==> src/rtl/ram_port_arbiter.sv <==
// ram_port_arbiter: shares one single-port RAM between the CPU (read/write)
// and a read-only I/O requester. The CPU has fixed priority. I/O wins the next
// contention after MAX_WAIT consecutive denied cycles. In-flight reads are
// tagged with their owner so each side gets its own read-valid strobe.
module ram_port_arbiter #(
  parameter int ADDR_W   = 16,
  parameter int DATA_W   = 16,
  parameter int RD_LAT   = 1,
  parameter int MAX_WAIT = 4
) (
  input  logic              Clk,
  input  logic              Reset,
  input  logic              cpu_req,
  input  logic              cpu_we,
  input  logic [ADDR_W-1:0] cpu_addr,
  input  logic [DATA_W-1:0] cpu_wdata,
  output logic              cpu_gnt,
  output logic              cpu_rvalid,
  output logic [DATA_W-1:0] cpu_rdata,
  input  logic              io_req,
  input  logic [ADDR_W-1:0] io_addr,
  output logic              io_gnt,
  output logic              io_rvalid,
  output logic [DATA_W-1:0] io_rdata,
  output logic [ADDR_W-1:0] ram_addr,
  output logic              ram_we,
  output logic [DATA_W-1:0] ram_wdata,
  input  logic [DATA_W-1:0] ram_rdata
);

  localparam logic       OWNER_CPU  = 1'b0;
  localparam logic       OWNER_IO   = 1'b1;
  localparam logic [3:0] MAX_WAIT_C = 4'(MAX_WAIT);

  logic              cpu_win_s;
  logic              io_win_s;
  logic [3:0]        wait_cnt_q, wait_cnt_d;
  logic [RD_LAT-1:0] tag_vld_q, tag_vld_d;
  logic [RD_LAT-1:0] tag_own_q, tag_own_d;

  // Pick the winner for this cycle; nothing is granted while Reset is high.
  always_comb begin
    cpu_win_s = 1'b0;
    io_win_s  = 1'b0;
    if (Reset) begin
      cpu_win_s = 1'b0;
      io_win_s  = 1'b0;
    end else if (cpu_req && io_req) begin
      if (wait_cnt_q == MAX_WAIT_C) begin
        io_win_s = 1'b1;
      end else begin
        cpu_win_s = 1'b1;
      end
    end else if (cpu_req) begin
      cpu_win_s = 1'b1;
    end else if (io_req) begin
      io_win_s = 1'b1;
    end else begin
      cpu_win_s = 1'b0;
      io_win_s  = 1'b0;
    end
  end

  // Steer the winner onto the RAM port; an idle port drives all zeros.
  always_comb begin
    cpu_gnt   = cpu_win_s;
    io_gnt    = io_win_s;
    ram_addr  = {ADDR_W{1'b0}};
    ram_we    = 1'b0;
    ram_wdata = {DATA_W{1'b0}};
    if (cpu_win_s) begin
      ram_addr  = cpu_addr;
      ram_we    = cpu_we;
      ram_wdata = cpu_wdata;
    end else if (io_win_s) begin
      ram_addr  = io_addr;
      ram_we    = 1'b0;
      ram_wdata = {DATA_W{1'b0}};
    end else begin
      ram_addr  = {ADDR_W{1'b0}};
      ram_we    = 1'b0;
      ram_wdata = {DATA_W{1'b0}};
    end
  end

  // Count consecutive denied I/O cycles, saturating at MAX_WAIT.
  always_comb begin
    wait_cnt_d = wait_cnt_q;
    if (!io_req || io_win_s) begin
      wait_cnt_d = 4'd0;
    end else if (wait_cnt_q >= MAX_WAIT_C) begin
      wait_cnt_d = MAX_WAIT_C;
    end else begin
      wait_cnt_d = wait_cnt_q + 4'd1;
    end
  end

  // Shift the read-tag pipeline; the new entry records who issued the read.
  always_comb begin
    tag_vld_d    = tag_vld_q;
    tag_own_d    = tag_own_q;
    tag_vld_d[0] = (cpu_win_s && !cpu_we) || io_win_s;
    tag_own_d[0] = io_win_s ? OWNER_IO : OWNER_CPU;
    for (int i = 1; i < RD_LAT; i++) begin
      tag_vld_d[i] = tag_vld_q[i-1];
      tag_own_d[i] = tag_own_q[i-1];
    end
  end

  // State registers; reset drops any in-flight read tags.
  always_ff @(posedge Clk or posedge Reset) begin
    if (Reset) begin
      wait_cnt_q <= 4'd0;
      tag_vld_q  <= {RD_LAT{1'b0}};
      tag_own_q  <= {RD_LAT{1'b0}};
    end else begin
      wait_cnt_q <= wait_cnt_d;
      tag_vld_q  <= tag_vld_d;
      tag_own_q  <= tag_own_d;
    end
  end

  // Route returning read data to the owner of the oldest tag; others see 0.
  always_comb begin
    cpu_rvalid = tag_vld_q[RD_LAT-1] && (tag_own_q[RD_LAT-1] == OWNER_CPU);
    io_rvalid  = tag_vld_q[RD_LAT-1] && (tag_own_q[RD_LAT-1] == OWNER_IO);
    if (cpu_rvalid) begin
      cpu_rdata = ram_rdata;
    end else begin
      cpu_rdata = {DATA_W{1'b0}};
    end
    if (io_rvalid) begin
      io_rdata = ram_rdata;
    end else begin
      io_rdata = {DATA_W{1'b0}};
    end
  end

endmodule

==> config.mk <==
export PLATFORM = sky130hd
export DESIGN_NAME = ram_port_arbiter
export DESIGN_NICKNAME = d
export VERILOG_FILES = /design/src/rtl/ram_port_arbiter.sv
export SDC_FILE = /design/constraint.sdc
export NUM_CORES = 1
export LEC_CHECK = 0
export BUFFER_PORTS_ARGS = -buffer_cell sky130_fd_sc_hd__clkbuf_2
export CORE_UTILIZATION = 24
export DETAILED_ROUTE_END_ITERATION = 6
export PLACE_DENSITY = 0.73
export SETUP_SLACK_MARGIN = 0.15
export SYNTH_ARGS = -nofsm -noshare
export SYNTH_HDL_FRONTEND = slang
export SYNTH_SLANG_ARGS = --single-unit
==> constraint.sdc <==
create_clock -name Clk -period 1.4 [get_ports Clk]
set_clock_uncertainty 0.1 [all_clocks]
set_input_delay 0.07 -clock Clk [delete_from_list [all_inputs] [get_ports Clk]]
set_output_delay 0.07 -clock Clk [all_outputs]
set_load 0.03 [all_outputs]
# [After elaboration in Yosys (flattened, before gate mapping)]
# Cells that the tools add are included.
# Widths: inputs -> output; s select.
[word_totals] ff_bits=6 latchBits=0 mem_bits_rw=0 rom_bits=0 input_bits=69 out_inout_bits=69 wordCells=33 mem_count=0
[classes] n_addsub=1 multipliers=0 div=0 magnitude_cmp=1 eq_ne=1 shift=0 muxes=18 bitwise_logic=1 reduce_logical=8
[ops] operator="$mux 16" n=5
[ops] operator="$mux 1" n=11
[ops] operator="$mux 4" n=2
[ops] operator="$add 4x1->4 const B" n=1
[ops] operator="$eq 4x3->1 const B" n=1
[ops] operator="$ge 4x3->1 const B" n=1
[ops] operator="$logic_and 1x1->1" n=4
[ops] operator="$logic_not 1->1" n=2
[ops] operator="$logic_or 1x1->1" n=2
[ops] operator="$not 1->1" n=1

# [Logic depth before layout (Yosys ltp)]
[depth] depth_word=6 ltp_mapped=7 depth_no_buf=5

# [Worst setup path before layout]
# Ideal clock, no wire load.
[synth_timing] path_type="reg-to-output" startpoint="register wait_cnt_q[0]" endpoint="output port ram_addr[4]" t_arrival_ns=1.574 required_ns=1.230 setup_slack_ns=-0.344 path_stages_with_launch=7 path_buffers=1 path_cell_list="dfrtp_1 > inv_1 > ha_1 > nand3b_1 > a211oi_2 > buf_2 > a22o_1"
[synth_between] elab_chain_cells=6
[synth_rtl] item="start: declaration" line="37" source="logic [3:0] wait_cnt_q, wait_cnt_d;"
[synth_rtl] item="start signal: assignment" line="117" source="wait_cnt_q <= wait_cnt_d;"
[synth_rtl] item="$eq 4x3->1" line="49" source="if (wait_cnt_q == MAX_WAIT_C) begin"
[synth_rtl] item="$mux 1" line="49"
[synth_rtl] item="$mux 1" line="48" source="end else if (cpu_req && io_req) begin"
[synth_rtl] item="$mux 1" line="45" source="if (Reset) begin"
[synth_rtl] item="via io_gnt" line="22" source="output logic io_gnt,"
[synth_rtl] item="$mux 16" line="75" source="end else if (io_win_s) begin"
[synth_rtl] item="$mux 16" line="71" source="if (cpu_win_s) begin"
[synth_rtl] item="end: declaration" line="25" source="output logic [ADDR_W-1:0] ram_addr,"
# The timed path passes the listed nets, and every way through them passes these cells.

# [Final worst setup path]
[layout_timing] startpoint="register wait_cnt_q[0]" endpoint="output port ram_addr[5]"
[layout_between] elab_chain_cells=6
[layout_rtl] item="$eq 4x3->1 (*)" line="49"
[layout_rtl] item="$mux 1" line="49"
[layout_rtl] item="$mux 1" line="48"
[layout_rtl] item="$mux 1" line="45"
[layout_rtl] item="$mux 16" line="75"
[layout_rtl] item="$mux 16 (*)" line="71"
# Every way passes the cells marked *; elsewhere a longest branch is shown, timed or not.

==> flow_summary.toml <==
[status]
status = "complete, but fails checks"
failed_checks = "setup timing"

[global_routing]
grt_max_degree = 18
grt_pass1_vias = 1583
grt_pass1_wl_um = 7340
grtUsageTotal_pct = 28.7
grt_overflow = 0
antenna_found_initial = 0

[finish]
antenna_cells = 0
area_growth_pct = 271
utilization_pct = 94.7
fin_nets = 336
layout-drive-gt1-share_pct = 92.0
fillCellCount = 78
instances_no_fill = 307

[floorplanning]
rows = 20
die_x_um = 59.2
initial_core_util_pct = 25.5
io_pins = 138
dieArea_um2 = 3510
coreArea_um2 = 3080
die_height_um = 59.2

[routing]
ant_nets = 0
firstDrtPassIters = 4
drt_iter0_drc = 66
drcViolationCount = 0
wirelength_um = 6850
wl_per_cell_um = 22.3
drt-vias-per-instance = 5.27
vias = 1618

[power_and_ir_drop]
peakVddDrop_mv = 0.393
sw_frac_of_total_pct = 40.0
power_density_nw_per_um2 = 461
p_seq_share_pct = 14.4
p_total_mw = 1.34
p_int_mw = 0.806
pwr-share-comb_pct = 73.1
clkPwrFrac_pct = 12.5
power_switching_mw = 0.538
power.leakage_nw = 1.50

[timing]
max_freq_mhz = 447
whs_ns = 0.0506
final-max-slew-violation-count = 0
fin_crit_sh_pct = 160
setup_viol = 74
finalHoldViolCount = 0
fin_ws_ns = -0.835
fin_crit_ns = 2.23
rsz0062_at_grt = "yes"

[synthesis]
ys_ff_latch = 6
synth_cell_types = 18
yosysTopAreaCell = "and2_1"
netlist_instances = 100
syn_area_per_cell_um2 = 7.86
ys_top_cells_by_area = "and2_1, dfrtp_1, a22o_1"
syn-cell-area_um2 = 786
yosysWarnings = 0
yosysSeqAreaShare_pct = 19.1
syn_nets = 171
yosys.area.top_type_share_pct = 27.1

[setup_path]
crit_required_ns = 1.23
cp_data_arrival_time_ns = 2.06
path_max_fanout = 6
crit_path_start = "wait_cnt_q[0]"
crit-reg2reg-launch = "wait_cnt_q[0]"
criticalPathCategory = "reg -> out"
critPathLaunchType = "flop"
crit_path_end_kind = "output port"

[placement]
dp_hpwl_um = 2810
io_buffers = 137
dpl_worst_slack_ns = -0.403
place_inst = 283
gp_congestion = 0.814

[clocking]
cts_root_buf = "clkbuf_4"
cts.sinks = 6
clockBufferDepth = 2
insertion_delay_ns = 0.25
clk_pin_slew_ns = 0.05
cts_buffers = 3
tritoncts = "built"
cts_max_level = 1

[hold_path]
min_path_type = "in -> reg"
min_from = "cpu_we"

[run]
drv_cap = 0
Yosys cell counts (all sizes together):
cell type	n
a211oi	1
a21o	1
a22o	16
and2	34
and3	16
buf	7
clkbuf	2
conb	1
dfrtp	6
ha	2
inv	5
nand2	2
nand3b	1
nor2b	1
nor3	2
nor4	2
o211a	1
cell families after synthesis:
logic type | Yosys count | share of synthesized area [%]
buffers and inverters | 14 | 10.2
AO/OA/AOI/OAI | 19 | 21.7
adder cells (fa/ha/maj) | 2 | 3.18
flip-flops | 6 | 19.1
other | 1 | 0.477
AND/OR/NAND/NOR | 58 | 45.4
final cells by class:
cell class / instances / area (um^2) / share of cell area, %
flip-flops and latches: 6 / 151 / 5.19
inverters: 5 / 18.8 / 0.644
clock buffers: 3 / 22.5 / 0.773
multi-input cells: 80 / 873 / 30.0
well taps: 44 / 55.1 / 1.89
repair buffers: 169 / 1790 / 61.5
through the flow:
step                instance area [um^2]  TNS, ns
floorplan                            967    -5.19
global placement                    1740   -11.05
detailed placement                  1740   -12.67
CTS                                 2690   -22.25
global route                        2920   -33.63
finish                              2920   -31.56
final timing paths:
path                                       to  slack [ns]  depth (start not counted)
worst max-delay path              ram_addr[5]       -0.83                          8
worst min-delay path                tag_vld_q        0.05                          3
worst max register to register  wait_cnt_q[0]       -0.60                         10
worst min register to register  wait_cnt_q[1]        0.47                          2
max in group asynchronous           tag_own_q        0.71                          4
min in group asynchronous           tag_own_q        0.36                          4
worst max-delay path, cell delays in order (launching register included):
cell	delay (ns)
dfrtp_1	0.40
inv_2	0.07
ha_1	0.15
nand3b_1	0.16
buf_4	0.18
o211a_4	0.28
clkbuf_16	0.18
a22o_4	0.26
buf_8	0.14
cell usage in the layout (no fill, tap or decap), types with 3 or more instances in the layout:
| cell | instances |
|---|---|
| buf_4 | 8 |
| and2_4 | 34 |
| inv_1 | 4 |
| and3_4 | 16 |
| buf_6 | 15 |
| clkbuf_2 | 68 |
| clkbuf_4 | 3 |
| dfrtp_1 | 5 |
| clkbuf_16 | 3 |
| buf_8 | 68 |
| a22o_4 | 14 |
timing repair:
item / in CTS / in global routing
pin swaps: 17 / 3
setup endpoints to repair: 74 / 74
hold buffers: 2 / 0
buffers inserted: 8 / 3
endpoints found under the hold margin: 8 / 0
cloned: 6 / 2
gates resized for setup: 185 / 82
flip-flops by register name, summed over array words and instances, names as in the netlist:
register	flops
tag_own_q	1
tag_vld_q	1
wait_cnt_q	4
power groups by stage:
stage	clock network, mW	registers (mW)	logic (mW)
after CTS	0.159	0.191	0.829
after global placement	0	0.191	0.580
after global routing	0.183	0.194	1.01
final	0.168	0.194	0.982
after floorplan	0	0.194	0.365
after detailed placement	0	0.191	0.584
per-layer routing:
metal	share of wire, %	global-route usage, %	up-vias	routed length [um]
met1	30	24.8	753	2050
met3	7.9	6.55	38	541
met4	5.9	15.6	0	402
met2	56	58.6	153	3860
met5	0	0	-	0
li1	-	-	674	-
(Power assumes the default switching activity.)
